## src/rtl/fwd_hazard_unit.sv

```systemverilog
// Forwarding select generation and load-use stall control for the 5-stage pipeline.
// Optional feature: define FW_WB_BYPASS_EN to add a post-writeback forwarding source
// (wb_wb_i / wb_rd_i, select code 11) for register files without write-through.
module fwd_hazard_unit #(
    parameter int unsigned REG_AW   = 5,
    parameter int unsigned NUM_SRC  = 2,
    parameter int unsigned LOAD_LAT = 1,
    parameter int unsigned CNT_W    = 4
) (
    input  logic                      clk_i,
    input  logic                      rst_n_i,
    input  logic                      mem_stall_i,
    input  logic [NUM_SRC*REG_AW-1:0] id_src_i,
    input  logic [NUM_SRC-1:0]        id_src_vld_i,
    input  logic [NUM_SRC*REG_AW-1:0] ex_src_i,
    input  logic                      idex_memrd_i,
    input  logic [REG_AW-1:0]         idex_rd_i,
    input  logic                      exmem_wb_i,
    input  logic [REG_AW-1:0]         exmem_rd_i,
    input  logic                      memwb_wb_i,
    input  logic [REG_AW-1:0]         memwb_rd_i,
`ifdef FW_WB_BYPASS_EN
    input  logic                      wb_wb_i,
    input  logic [REG_AW-1:0]         wb_rd_i,
`endif
    output logic [2*NUM_SRC-1:0]      fwd_sel_o,
    output logic                      stall_o,
    output logic                      bubble_o,
    output logic                      busy_o
);

    typedef enum logic {StIdle, StStall} state_e;

    localparam logic [CNT_W-1:0] CntInit = CNT_W'(LOAD_LAT - 1);
    localparam logic [CNT_W-1:0] CntLast = CNT_W'(1);

    state_e             state_q, state_d;
    logic [CNT_W-1:0]   cnt_q, cnt_d;
    logic [NUM_SRC-1:0] id_hit;
    logic               hz;

    // Producers writing x0 are never valid forwarding sources.
    logic exmem_ok, memwb_ok;
    assign exmem_ok = exmem_wb_i && (exmem_rd_i != '0);
    assign memwb_ok = memwb_wb_i && (memwb_rd_i != '0);
`ifdef FW_WB_BYPASS_EN
    logic wb_ok;
    assign wb_ok = wb_wb_i && (wb_rd_i != '0);
`endif

    for (genvar k = 0; k < NUM_SRC; k++) begin : g_src
        logic [REG_AW-1:0] ex_src;
        logic [REG_AW-1:0] id_src;
        logic [1:0]        sel;

        assign ex_src = ex_src_i[k*REG_AW +: REG_AW];
        assign id_src = id_src_i[k*REG_AW +: REG_AW];

        // Per-operand select, youngest producer first.
        always_comb begin
            sel = 2'b00;
            if (exmem_ok && (exmem_rd_i == ex_src)) begin
                sel = 2'b10;
            end else if (memwb_ok && (memwb_rd_i == ex_src)) begin
                sel = 2'b01;
`ifdef FW_WB_BYPASS_EN
            end else if (wb_ok && (wb_rd_i == ex_src)) begin
                sel = 2'b11;
`endif
            end
        end

        assign fwd_sel_o[2*k +: 2] = sel;
        assign id_hit[k]           = id_src_vld_i[k] && (id_src == idex_rd_i);
    end

    assign hz = idex_memrd_i && (idex_rd_i != '0) && (|id_hit);

    // Stall FSM next-state and outputs; hz only matters when idle and not frozen.
    always_comb begin
        state_d  = state_q;
        cnt_d    = cnt_q;
        stall_o  = 1'b0;
        bubble_o = 1'b0;
        busy_o   = 1'b0;
        unique case (state_q)
            StIdle: begin
                if (mem_stall_i) begin
                    stall_o = 1'b1;
                end else if (hz) begin
                    stall_o  = 1'b1;
                    bubble_o = 1'b1;
                    if (LOAD_LAT > 1) begin
                        state_d = StStall;
                        cnt_d   = CntInit;
                    end
                end
            end
            StStall: begin
                stall_o = 1'b1;
                busy_o  = 1'b1;
                if (!mem_stall_i) begin
                    bubble_o = 1'b1;
                    cnt_d    = cnt_q - 1'b1;
                    if (cnt_q == CntLast) begin
                        state_d = StIdle;
                    end
                end
            end
            default: begin
                state_d = StIdle;
                cnt_d   = '0;
            end
        endcase
    end

    // State and counter registers.
    always_ff @(posedge clk_i or negedge rst_n_i) begin
        if (!rst_n_i) begin
            state_q <= StIdle;
            cnt_q   <= '0;
        end else begin
            state_q <= state_d;
            cnt_q   <= cnt_d;
        end
    end

endmodule

```

## config.mk

```make
export PLATFORM = sky130hd
export DESIGN_NAME = fwd_hazard_unit
export DESIGN_NICKNAME = d
export VERILOG_FILES = /design/src/rtl/fwd_hazard_unit.sv
export SDC_FILE = /design/constraint.sdc
export NUM_CORES = 1
export LEC_CHECK = 0
export ABC_AREA = 1
export CORE_MARGIN = 4
export CORE_UTILIZATION = 38
export DETAILED_ROUTE_END_ITERATION = 8
export PLACE_DENSITY = 0.85
export SLEW_MARGIN = 20
export SYNTH_ARGS = -nofsm -noshare
export SYNTH_HDL_FRONTEND = slang
export SYNTH_SLANG_ARGS = --single-unit
```

## constraint.sdc

```tcl
create_clock -name clk_i -period 1.75 [get_ports clk_i]
set_input_delay 0.35 -clock clk_i [delete_from_list [all_inputs] [get_ports clk_i]]
set_output_delay 0.35 -clock clk_i [all_outputs]
set_load 0.005 [all_outputs]
```

==> impl_metrics.env <==
export IMPL_status="completed"
export IMPL_drtPass1Iterations=4
export IMPL_drtIter0Drc=7
export IMPL_core_area_sq_um=1800
export IMPL_required_ns=1.40
export IMPL_avgSynthCellArea_sq_um=6.25
export IMPL_powerDensity_nw_per_um2=577
export IMPL_cts_path_max_buffers=2
export IMPL_critPathMaxFanout=2
export IMPL_max_vdd_ir_drop_mv=0.580
export IMPL_worstSetupStartpointType="primary input"
export IMPL_htreeDepth=1
export IMPL_critPathMaxStageDelay_ns=0.20
export IMPL_fin_nets=225
export IMPL_synth_area_leader_cell="dfrtp_1"
export IMPL_switching_share_pct=38.3
export IMPL_grt_ovfl_total=0
export IMPL_ys_ff_latch=5
export IMPL_drtAntennaViolNets=0
export IMPL_p_leak_nw=0.686
export IMPL_fp_dieH_um=52.4
export IMPL_clock_fmax_mhz=590
export IMPL_rows=15
export IMPL_clkPwrFrac_pct=18.3
export IMPL_syn_nets=165
export IMPL_syn_area_sq_um=749
export IMPL_instances_no_fill=204
export IMPL_numCtsBuffers=3
export IMPL_ff_latch_area_sq_um=125
export IMPL_worstHoldPathType="primary input to asynchronous set/reset pin"
export IMPL_wire_per_inst_um=11.3
export IMPL_tightest_slew_ns=0.229
export IMPL_max_cap_violations=0
export IMPL_routed_wl_um=2320
export IMPL_track_usage_pct=17.8
export IMPL_start_util_pct=41.6
export IMPL_pwr_share_comb_pct=53.8
export IMPL_clock_sinks=5
export IMPL_cts_root_buffer="clkbuf_4"
export IMPL_drc=0
export IMPL_synth_warnings=0
export IMPL_crit_family="buffers and inverters"
export IMPL_fill_cells=168
export IMPL_p_sw_mw=0.283
export IMPL_clkTransAtPathRegs_ns=0.04
export IMPL_yosysMostFrequentCell="nand2_1"
export IMPL_fin_area_sq_um=1280
export IMPL_hpwlAfterDp_um=2080
export IMPL_multi_input_area_sq_um=552
export IMPL_sequentialPowerShare_pct=27.8
export IMPL_portBuffers=49
export IMPL_ys_flop_type="dfrtp_1"
export IMPL_critPathBufInv=3
export IMPL_dp_cells=197
export IMPL_post_route_util_pct=71.3
export IMPL_maxSlewViolCount=0
export IMPL_p_total_mw=0.740
export IMPL_setup_viol=0
export IMPL_insertion_delay_ns=0.24
export IMPL_cts_tree="built"
export IMPL_synth_area_leaders="dfrtp_1 17%, nand2_1 16%, xnor2_1 14%, xor2_1 13%, inv_1 10%"
export IMPL_synthTopCellsByCount="31 x nand2_1, 20 x inv_1, 15 x nor2_1"
export IMPL_synth_edff_count=0
export IMPL_vias=926
export IMPL_finalHoldViolCount=0
export IMPL_synth_cell_types=19
export IMPL_die_area_sq_um=2750
export IMPL_dpl_cell_area_sq_um=1290
export IMPL_die_width_um=52.4
export IMPL_first_global_vias=940
export IMPL_grt_pass1_wl_um=3710
export IMPL_antenna_found_initial=0
export IMPL_finClkSkew_ns=0.00216
export IMPL_finalCriticalPeriod_ns=1.69
export IMPL_synthCells=120
export IMPL_layout_drive_gt1_share_pct=19.6
export IMPL_min_period_over_period_pct=96.8
export IMPL_critPathKind="primary input to primary output"
export IMPL_setup_worst_path_end_class="primary output"
export IMPL_tns_ns=0
export IMPL_postSynth_asyncResetShare_pct=100
export IMPL_synth_top_area_share_pct=16.7
export IMPL_via_per_inst=4.54
export IMPL_rsz0062_at_grt="yes"
export IMPL_p_int_mw=0.457
export IMPL_relSlewSlack_pct=84.7
export IMPL_arrival_ns=1.34
export IMPL_io_pins=50
export IMPL_place_congestion=0.843
export IMPL_path_cells="clkdlybuf4s15_1, xnor2_1, nand4_1, nor3_2, buf_4, clkdlybuf4s15_2"
export IMPL_worst_path_max_delay_cell="clkdlybuf4s15_1"
export IMPL_seq_area_frac_synth_pct=16.7
export IMPL_diodes=0
export IMPL_grt_max_degree=6
export IMPL_area_delta_synth_final_pct=71.3
-- logic make-up (layout without fill, tap and decap cells) --
kind of cell | after synthesis | count (layout) | share of synthesized area, %
adder cells (fa/ha/maj) | 2 | 2 | 3.34
buffers and inverters | 22 | 81 | 11.0
AND/OR/NAND/NOR | 62 | 62 | 36.6
XOR/XNOR | 23 | 23 | 26.9
AO/OA/AOI/OAI | 6 | 6 | 5.51
flip-flops | 5 | 5 | 16.7
-- layer usage --
metal	part of all wire (%)	global-route usage, %	up-vias
met4	0	2.13	0
met3	7.0	5.13	0
met1	39	17.2	405
li1	-	-	486
met5	0	0	-
met2	54	36.8	35
-- area by class of cell --
class	count	share of cell area (%)
sequential	5	9.75
timing repair buffer	55	36.4
multi-input combinational	93	43.0
inverter	22	6.43
tap	25	2.44
clock buffer	4	2.05
-- cell usage in the layout, fill, tap and decap left out, types with 6 or more instances in the layout --
| cell type | netlist | layout |
|---|---|---|
| buf_4 | 0 | 6 |
| clkdlybuf4s15_1 | 0 | 9 |
| dlygate4sd2_1 | 0 | 25 |
| inv_1 | 20 | 17 |
| nand2_1 | 31 | 30 |
| nand4_1 | 6 | 6 |
| nor2_1 | 15 | 12 |
| xnor2_1 | 12 | 12 |
| xor2_1 | 11 | 11 |
-- registers in the layout, indices dropped and copies added, names as in the netlist --
register / cells
cnt_q: 4
state_q: 1
-- timing repair --
item                                    4_1_cts  5_1_grt
gates resized for setup                      70       14
setup buffers                                 3        0
hold buffers                                  0        0
endpoints found under the setup margin        6        6
pin swaps                                    27       11
-- worst reg2reg max path, stage by stage (launching register included) --
cell and delay (ns):
dfrtp_1 0.34, inv_1 0.09, nor2_2 0.21, nand4_1 0.15, xor2_1 0.16
-- power groups by stage --
| stage | clock, mW | combinational, mW | sequential, mW |
|---|---|---|---|
| detailed placement | 0 | 0.438 | 0.208 |
| global placement | 0 | 0.420 | 0.204 |
| global route | 0.155 | 0.450 | 0.213 |
| floorplan | 0 | 0.217 | 0.203 |
| CTS | 0.138 | 0.401 | 0.206 |
| finish | 0.136 | 0.399 | 0.206 |
-- metrics by stage --
| stage | setup slack (ns) | hold WS [ns] |
|---|---|---|
| 2_1_floorplan | 0.516 | 0.0544 |
| 3_5_place_dp | -0.576 | 0.530 |
| 4_1_cts | 0.00167 | 0.333 |
| 5_1_grt | 0.000541 | 0.331 |
| 3_3_place_gp | -0.559 | 0.489 |
| 6_report | 0.0559 | 0.325 |
-- worst paths after layout --
path	end	cells after the start	from	slack, ns
worst min-delay path	cnt_q[2]	1	rst_n_i	0.33
worst max register to register	cnt_q[3]	4	state_q	0.69
worst min register to register	cnt_q[0]	1	cnt_q[0]	0.54
min in group clk_i	cnt_q[0]	1	cnt_q[0]	0.54
worst max-delay path	fwd_sel_o[3]	6	ex_src_i[7]	0.06
max in group asynchronous	state_q	1	rst_n_i	1.24
(Power assumes the default switching activity.)
